## src/rtl/lsb_pkg.sv

```systemverilog
// Shared constants and types for the load/store buffer: op classes, funct3 codes,
// queue geometry, the I/O window marker and the head-execution FSM states.
package lsb_pkg;

    localparam int         LSB_LEN = 16;
    localparam int         ROB_W   = 4;
    localparam logic [1:0] IO_HI   = 2'b11;

    localparam logic [2:0] OPC_LOAD  = 3'b101;
    localparam logic [2:0] OPC_STORE = 3'b111;

    localparam logic [2:0] F3_LB  = 3'b000;
    localparam logic [2:0] F3_LH  = 3'b001;
    localparam logic [2:0] F3_LW  = 3'b010;
    localparam logic [2:0] F3_LBU = 3'b100;
    localparam logic [2:0] F3_LHU = 3'b101;
    localparam logic [2:0] F3_SB  = 3'b000;
    localparam logic [2:0] F3_SH  = 3'b001;
    localparam logic [2:0] F3_SW  = 3'b010;

    typedef enum logic [1:0] {ST_IDLE, ST_WAIT, ST_DISCARD} state_t;

    // Memory access size code: 0 = byte, 1 = half, 2 = word.
    function automatic logic [1:0] access_len(input logic is_store, input logic [2:0] f3);
        logic [1:0] len;
        len = 2'd2;
        if (is_store) begin
            case (f3)
                F3_SB:   len = 2'd0;
                F3_SH:   len = 2'd1;
                default: len = 2'd2;
            endcase
        end else begin
            case (f3)
                F3_LB, F3_LBU: len = 2'd0;
                F3_LH, F3_LHU: len = 2'd1;
                default:       len = 2'd2;
            endcase
        end
        return len;
    endfunction

endpackage

```

## src/rtl/lsb_load_ext.sv

```systemverilog
// Byte/half extension of memory read data; the memory controller returns the
// addressed byte or half right-aligned in rdata.
module lsb_load_ext
    import lsb_pkg::*;
(
    input  logic [2:0]  funct3,
    input  logic [31:0] rdata,
    output logic [31:0] data
);

    always_comb begin
        data = rdata;
        case (funct3)
            F3_LB:   data = {{24{rdata[7]}}, rdata[7:0]};
            F3_LH:   data = {{16{rdata[15]}}, rdata[15:0]};
            F3_LW:   data = rdata;
            F3_LBU:  data = {24'b0, rdata[7:0]};
            F3_LHU:  data = {16'b0, rdata[15:0]};
            default: data = rdata;
        endcase
    end

endmodule

```

## src/rtl/lsb.sv

```systemverilog
// Load/store buffer: in-order circular queue of memory ops that snoops both CDBs,
// executes one op at a time from the head and keeps committed stores across clear.
module lsb #(
    parameter int         LSB_LEN = lsb_pkg::LSB_LEN,
    parameter int         ROB_W   = lsb_pkg::ROB_W,
    parameter logic [1:0] IO_HI   = lsb_pkg::IO_HI
) (
    input  logic             clk,
    input  logic             rst,
    input  logic             rdy,
    input  logic             clear,
    input  logic             from_dc_ok,
    input  logic [5:0]       dc_opt,
    input  logic [ROB_W-1:0] dc_Qj,
    input  logic             dc_Qj_ok,
    input  logic [31:0]      dc_Vj,
    input  logic [ROB_W-1:0] dc_Qk,
    input  logic             dc_Qk_ok,
    input  logic [31:0]      dc_Vk,
    input  logic [31:0]      dc_imm,
    input  logic [ROB_W-1:0] dc_rob_en,
    output logic             is_lsb_full,
    input  logic             rob_commit,
    input  logic [ROB_W-1:0] rob_commit_pos,
    input  logic [ROB_W-1:0] rob_head,
    input  logic             CDB_1_ok,
    input  logic [ROB_W-1:0] CDB_1_en,
    input  logic [31:0]      CDB_1_val,
    input  logic             CDB_2_ok,
    input  logic [ROB_W-1:0] CDB_2_en,
    input  logic [31:0]      CDB_2_val,
    output logic             mem_req,
    output logic             mem_wr,
    output logic [31:0]      mem_addr,
    output logic [31:0]      mem_wdata,
    output logic [1:0]       mem_len,
    input  logic             mem_done,
    input  logic [31:0]      mem_rdata,
    output logic             lsb_out_ok,
    output logic [ROB_W-1:0] lsb_out_en,
    output logic [31:0]      lsb_out_val
);
    import lsb_pkg::*;

    localparam int IDX_W = $clog2(LSB_LEN);
    localparam int CNT_W = IDX_W + 1;
    typedef logic [IDX_W-1:0] idx_t;
    typedef logic [CNT_W-1:0] cnt_t;

    typedef struct packed {
        logic [5:0]       op;
        logic [ROB_W-1:0] qj;
        logic             rj;
        logic [31:0]      vj;
        logic [ROB_W-1:0] qk;
        logic             rk;
        logic [31:0]      vk;
        logic [31:0]      imm;
        logic [ROB_W-1:0] tag;
        logic             cmt;
    } entry_t;

    entry_t             ent [LSB_LEN];
    logic [LSB_LEN-1:0] valid;
    idx_t               head, tail;
    cnt_t               count;
    state_t             state;

    entry_t             hd, new_ent;
    logic               hd_load, hd_store, pop, issue;
    logic [31:0]        hd_addr, ext_data;
    logic [LSB_LEN-1:0] commit_hit, keep_mask;
    idx_t               base;
    cnt_t               keep;

    assign hd          = ent[head];
    assign hd_load     = hd.op[5:3] == OPC_LOAD;
    assign hd_store    = hd.op[5:3] == OPC_STORE;
    assign hd_addr     = hd.vj + hd.imm;
    assign pop         = (state != ST_IDLE) && mem_done;
    assign issue       = from_dc_ok && !clear;
    assign is_lsb_full = count >= cnt_t'(LSB_LEN - 1);

    lsb_load_ext u_load_ext (
        .funct3 (hd.op[2:0]),
        .rdata  (mem_rdata),
        .data   (ext_data)
    );

    // NOTE: every always_comb output is given a default before any branch so no latch is inferred.
    always_comb begin
        commit_hit = '0;
        for (int i = 0; i < LSB_LEN; i++)
            commit_hit[i] = rob_commit && valid[i] && ent[i].op[5:3] == OPC_STORE
                            && ent[i].tag == rob_commit_pos;
    end

    // New entry, capturing an operand that is broadcast in the issue cycle itself.
    always_comb begin
        new_ent     = '0;
        new_ent.op  = dc_opt;
        new_ent.qj  = dc_Qj;
        new_ent.rj  = dc_Qj_ok;
        new_ent.vj  = dc_Vj;
        new_ent.qk  = dc_Qk;
        new_ent.rk  = dc_Qk_ok;
        new_ent.vk  = dc_Vk;
        new_ent.imm = dc_imm;
        new_ent.tag = dc_rob_en;
        if (!dc_Qj_ok) begin
            if (CDB_1_ok && CDB_1_en == dc_Qj) begin
                new_ent.rj = 1'b1;
                new_ent.vj = CDB_1_val;
            end else if (CDB_2_ok && CDB_2_en == dc_Qj) begin
                new_ent.rj = 1'b1;
                new_ent.vj = CDB_2_val;
            end
        end
        if (!dc_Qk_ok) begin
            if (CDB_1_ok && CDB_1_en == dc_Qk) begin
                new_ent.rk = 1'b1;
                new_ent.vk = CDB_1_val;
            end else if (CDB_2_ok && CDB_2_en == dc_Qk) begin
                new_ent.rk = 1'b1;
                new_ent.vk = CDB_2_val;
            end
        end
    end

    // Survivors of clear: the committed-store run after any same-cycle pop, or just
    // the in-flight load so the discard path still has an entry to pop.
    always_comb begin : keep_calc
        logic run;
        cnt_t avail;
        idx_t idx;
        base  = head + idx_t'(pop);
        avail = count - cnt_t'(pop);
        keep  = '0;
        run   = 1'b1;
        idx   = '0;
        for (int k = 0; k < LSB_LEN; k++) begin
            idx = base + idx_t'(k);
            if (run && cnt_t'(k) < avail && valid[idx] && ent[idx].op[5:3] == OPC_STORE
                && (ent[idx].cmt || commit_hit[idx]))
                keep = keep + cnt_t'(1);
            else
                run = 1'b0;
        end
        if (state != ST_IDLE && !pop && hd_load)
            keep = cnt_t'(1);
    end

    always_comb begin : mask_calc
        idx_t off;
        keep_mask = '0;
        off       = '0;
        for (int i = 0; i < LSB_LEN; i++) begin
            off          = idx_t'(i) - base;
            keep_mask[i] = {1'b0, off} < keep;
        end
    end

    // NOTE: the entry payload has no reset; valid qualifies every slot, so stale contents are never used.
    always_ff @(posedge clk) begin
        if (rdy) begin
            for (int i = 0; i < LSB_LEN; i++) begin
                if (!ent[i].rj) begin
                    if (CDB_1_ok && ent[i].qj == CDB_1_en) begin
                        ent[i].vj <= CDB_1_val;
                        ent[i].rj <= 1'b1;
                    end else if (CDB_2_ok && ent[i].qj == CDB_2_en) begin
                        ent[i].vj <= CDB_2_val;
                        ent[i].rj <= 1'b1;
                    end
                end
                if (!ent[i].rk) begin
                    if (CDB_1_ok && ent[i].qk == CDB_1_en) begin
                        ent[i].vk <= CDB_1_val;
                        ent[i].rk <= 1'b1;
                    end else if (CDB_2_ok && ent[i].qk == CDB_2_en) begin
                        ent[i].vk <= CDB_2_val;
                        ent[i].rk <= 1'b1;
                    end
                end
                if (commit_hit[i])
                    ent[i].cmt <= 1'b1;
            end
            if (issue)
                ent[tail] <= new_ent;
        end
    end

    // NOTE: sequential state uses non-blocking assignments so every read sees pre-edge values.
    always_ff @(posedge clk) begin
        if (rst) begin
            head        <= '0;
            tail        <= '0;
            count       <= '0;
            valid       <= '0;
            state       <= ST_IDLE;
            mem_req     <= 1'b0;
            mem_wr      <= 1'b0;
            mem_addr    <= '0;
            mem_wdata   <= '0;
            mem_len     <= '0;
            lsb_out_ok  <= 1'b0;
            lsb_out_en  <= '0;
            lsb_out_val <= '0;
        end else if (rdy) begin
            lsb_out_ok <= 1'b0;
            if (clear) begin
                valid <= valid & keep_mask;
                head  <= base;
                tail  <= base + keep[IDX_W-1:0];
                count <= keep;
            end else begin
                if (pop)
                    valid[head] <= 1'b0;
                if (issue)
                    valid[tail] <= 1'b1;
                head  <= head + idx_t'(pop);
                tail  <= tail + idx_t'(issue);
                count <= count + cnt_t'(issue) - cnt_t'(pop);
            end

            case (state)
                ST_IDLE: begin
                    if (!clear && valid[head] && hd.rj) begin
                        if (hd_store && hd.rk && hd.cmt) begin
                            mem_req   <= 1'b1;
                            mem_wr    <= 1'b1;
                            mem_addr  <= hd_addr;
                            mem_wdata <= hd.vk;
                            mem_len   <= access_len(1'b1, hd.op[2:0]);
                            state     <= ST_WAIT;
                        end else if (hd_load && (hd_addr[17:16] != IO_HI || hd.tag == rob_head)) begin
                            mem_req  <= 1'b1;
                            mem_wr   <= 1'b0;
                            mem_addr <= hd_addr;
                            mem_len  <= access_len(1'b0, hd.op[2:0]);
                            state    <= ST_WAIT;
                        end
                    end
                end
                ST_WAIT: begin
                    if (mem_done) begin
                        mem_req <= 1'b0;
                        state   <= ST_IDLE;
                        if (hd_load && !clear) begin
                            lsb_out_ok  <= 1'b1;
                            lsb_out_en  <= hd.tag;
                            lsb_out_val <= ext_data;
                        end
                    end else if (clear && hd_load) begin
                        state <= ST_DISCARD;
                    end
                end
                ST_DISCARD: begin
                    if (mem_done) begin
                        mem_req <= 1'b0;
                        state   <= ST_IDLE;
                    end
                end
                default: state <= ST_IDLE;
            endcase
        end
    end

endmodule

```

## config.mk

```make
export PLATFORM = sky130hd
export DESIGN_NAME = lsb
export DESIGN_NICKNAME = d
export VERILOG_FILES = /design/src/rtl/lsb_pkg.sv /design/src/rtl/lsb_load_ext.sv /design/src/rtl/lsb.sv
export SDC_FILE = /design/constraint.sdc
export NUM_CORES = 2
export LEC_CHECK = 0
export CAP_MARGIN = 20
export CORE_AREA = 2 2 430 432
export CTS_CLUSTER_SIZE = 8
export DETAILED_ROUTE_END_ITERATION = 6
export DIE_AREA = 0 0 432 434
export MAX_ROUTING_LAYER = met4
export PLACE_DENSITY_LB_ADDON = 0.2
export SLEW_MARGIN = 10
export SYNTH_ARGS = -nofsm -noshare
export SYNTH_HDL_FRONTEND = slang
export SYNTH_SLANG_ARGS = --single-unit
export TNS_END_PERCENT = 20
```

## constraint.sdc

```tcl
create_clock -name clk -period 19 [get_ports clk]
set_input_delay 3.8 -clock clk [delete_from_list [all_inputs] [get_ports clk]]
set_output_delay 3.8 -clock clk [all_outputs]
set_load 0.01 [all_outputs]
```

==> summary.md <==
| Metric | Value |
|---|---|
| Worst Path Arrival | `approximately 19 ns` |
| Final Cell Area | `122900 µm²` |
| Num CTS Buffers | `about 300` |
| Clk buf depth | `4` |
| Placed insts | `roughly 11000` |
| Max H-tree Level | `5` |
| Status | `completed` |
| Crit path max-delay cell type | `clkdlybuf4s50_1` |
| VDD IR max | `a little under 0.00007 V` |
| Slowest cell delay on critical path | `around 0.58 ns` |
| Most used cell, CP | `ha_1` |
| PortBufs | `between 300 and 400` |
| Worst skew pair latency | `0.96 ns` |
| CTS resizes | `0` |
| Number of global-route vias before repair | `a little under 80000` |
| Clk_skew | `approximately 0.071 ns` |
| Synthesized area | `approximately 110000 µm²` |
| Number of library cell types mapped by synthesis | `between 100 and 150` |
| Post-DR vias/cell | `7.007` |
| Synth Flop Type | `edfxtp_1` |
| Synth Warn # | `0` |
| Die boundary height | `about 430 µm` |
| Overall Power | `approximately 10 mW` |
| Sum of negative setup slack | `0 ns` |
| DP Area | `114100 µm²` |
| Hold path depth | `2` |
| Nets | `just over 9000` |
| Total grt overflow | `0` |
| Via count | `roughly 80000` |
| Total GRT Usage | `0.4102` |
| Starting Density | `0.5968` |
| Relative slew margins | `0.1955` |
| FF-to-FF setup slack | `approximately 4.2 ns` |
| Drt wl/cell | `32.95 µm` |
| Critical path type | `in2reg` |
| Largest net degree at the start of global routing | `136` |
| Clock slew at reported path FFs | `around 0.050 ns` |
| Setup violators final | `0` |
| Drt initial violations | `roughly 12000` |
| Worst EP required | `a little under 20 ns` |
| DP HPWL | `204500 µm` |
| CTS sink count | `2012` |
| Hold_buf cts | `0` |
| Core area | `182500 µm²` |
| DRT antenna net count | `0` |
| Synth async-reset ratio | `0` |
| Minimum clock period | `17.66 ns` |
| #FFs+latches synth | `2012` |
| Max FO, Critical Path | `25` |
| Row count | `roughly 160` |
| RSZ-0062 raised after global routing | `false` |
| IO Pins | `roughly 340` |
| Post-synth EDFFs | `1855` |
| Reg-to-reg startpoint | `state[0]` |
| Register area share after synthesis | `0.5403` |
| Final hold vios | `0` |
| Hold Path Origin | `state[1]` |
| Startpoint Class | `input port` |
| Setup bufs post-CTS | `0` |
| DRC | `0` |
| Die area | `187500 µm²` |
| Max-slew violation count | `0` |
| Synthesized netlist cell count | `~8800` |
| Placer Congestion | `between 0.9 and 1` |
| CP Capture Type | `flop` |
| Initial antenna violation count | `16` |
| TritonCTS clock tree | `yes` |
| Area growth syn-to-layout | `12.84%` |
| Worst hold-check path type | `reg2reg` |
| Die W | `432 µm` |
| R2R cell count | `between 60 and 70` |
| Final period utilization | `0.9296` |
| Least-Margin Pin Slew | `about 1.2 ns` |
| Share of cells above drive strength 1 | `0.1448` |
| Leakage power | `~36 nW` |
| Syn Nets | `9179` |
| Fill cells | `approximately 13000` |
| MaxCap Viol Count | `0` |
| Worst r2r dst | `valid[8]` |
| Fmax | `approximately 57 MHz` |
| Worst Hold Endpoint | `state[1]` |
| First-pass GRT wire length | `between 500000 and 600000 µm` |
| Pwr/cell area | `about 85 nW/µm²` |
| Mean Syn Cell Area | `around 12 µm²` |
| Pre-antenna DRT Iters | `7` |
| Post-Layout Cell Count | `11410` |
| Routed wire length | `376100 µm` |
| Root Driver | `clkbuf_16` |
[power by group]
part	switching, mW	internal [mW]
combinational	0.427	0.211
sequential	0.0111	4.88
clock	1.93	2.98
[synth_stat cells, types with 40 or more instances]
cell,number,area [µm²]
a21oi_1,91,455.4
mux2i_1,1122,11230
clkbuf_1,731,2744
dfxtp_1,157,3143
mux4_2,537,12090
nand3_1,91,455.4
buf_1,178,668.1
o21ai_0,1121,5610
a22oi_1,71,533.0
nand2_1,1315,4936
inv_1,75,281.5
xor2_1,203,1778
o21ai_1,76,380.4
xnor2_1,206,1804
edfxtp_1,1855,55700
nand4_1,40,250.2
ha_1,94,1176
nor3_1,127,635.6
nor2_1,254,953.4
[worst max path at each step]
stage	cells past startpoint	start	endpoint
2_1_floorplan	66	mem_done	valid[8]
3_3_place_gp	65	mem_done	valid[8]
3_5_place_dp	66	mem_done	valid[8]
4_1_cts	66	mem_done	valid[8]
5_1_grt	68	mem_done	valid[10]
6_report	66	mem_done	valid[8]
[cell type report]
cell class / instances / area (µm²) / area share
Sequential cell: 2012 / 58860 / 0.4790
Multi-Input combinational cell: 5818 / 46610 / 0.3793
Clock buffer: 470 / 8379 / 0.06819
Timing Repair Buffer: 629 / 5587 / 0.04546
Tap cell: 2385 / 2984 / 0.02428
Inverter: 82 / 405.4 / 0.003299
Antenna cell: 14 / 35.03 / 0.0002851
Clock inverter: 3 / 22.52 / 0.0001833
[flip-flops by register name (all words and copies together) (netlist names), 2 cells and up, named ones only]
signal / cells
lsb_out_en: 4
head: 4
count: 5
ent: 1872
mem_len: 2
mem_addr: 32
tail: 4
valid: 16
mem_wdata: 32
lsb_out_val: 32
state: 2
[cells by family (layout without fill, tap and decap cells)]
family | Yosys count | count (layout) | synth area share
AO/OA/AOI/OAI | 1614 | 1614 | 0.08380
XOR/XNOR | 418 | 418 | 0.03458
adder cells (fa/ha/maj) | 103 | 103 | 0.01190
buffers and inverters | 1015 | 1184 | 0.03577
flip-flops | 2012 | 2012 | 0.5403
multiplexers | 1673 | 1673 | 0.2156
other | 0 | 14 | 0
AND/OR/NAND/NOR | 2010 | 2010 | 0.07798
[cells in the final DEF (no fill, tap or decap), drive strengths merged, types with 34 or more instances in the layout]
master | netlist | layout
nand3 | 91 | 91
dfxtp | 157 | 157
nand2 | 1317 | 1317
a21oi | 91 | 91
inv | 78 | 83
o21ai | 1197 | 1197
and3 | 39 | 39
nor2 | 256 | 256
a211oi | 34 | 34
edfxtp | 1855 | 1855
mux4 | 537 | 537
ha | 94 | 94
xor2 | 205 | 205
nor3 | 130 | 130
a22oi | 71 | 71
buf | 202 | 299
mux2i | 1122 | 1122
clkdlybuf4s50 | 0 | 329
xnor2 | 209 | 209
nand4 | 40 | 40
clkbuf | 731 | 471
[routing by layer]
metal  track usage  share of wire  up-vias
met3        0.1004           0.13     1556
met5             -              0        -
met2        0.6183           0.45     6196
met4        0.2263          0.066        0
met1        0.5128           0.35    39160
li1              -              -    33060
[critical path, delay by kind of cell]
family,cells,cell delay (ns)
and+or+nand+nor,14,2.79
AOI/OAI and AO/OA,16,3.01
muxes,11,2.13
adders and majority gates,19,5.47
buffers and inverters,6,1.31
[through the flow]
step                      setup WS, ns    util  hold slack [ns]
after floorplan                  2.231       -           0.4485
after global placement          0.9106  0.6251           0.4580
after detailed placement        0.7184  0.6254           0.4800
after CTS                        1.617  0.6714           0.4872
after global routing            0.4891  0.6733           0.5105
final                            1.338  0.6734           0.4877
Power figures use the tool's default switching activity.
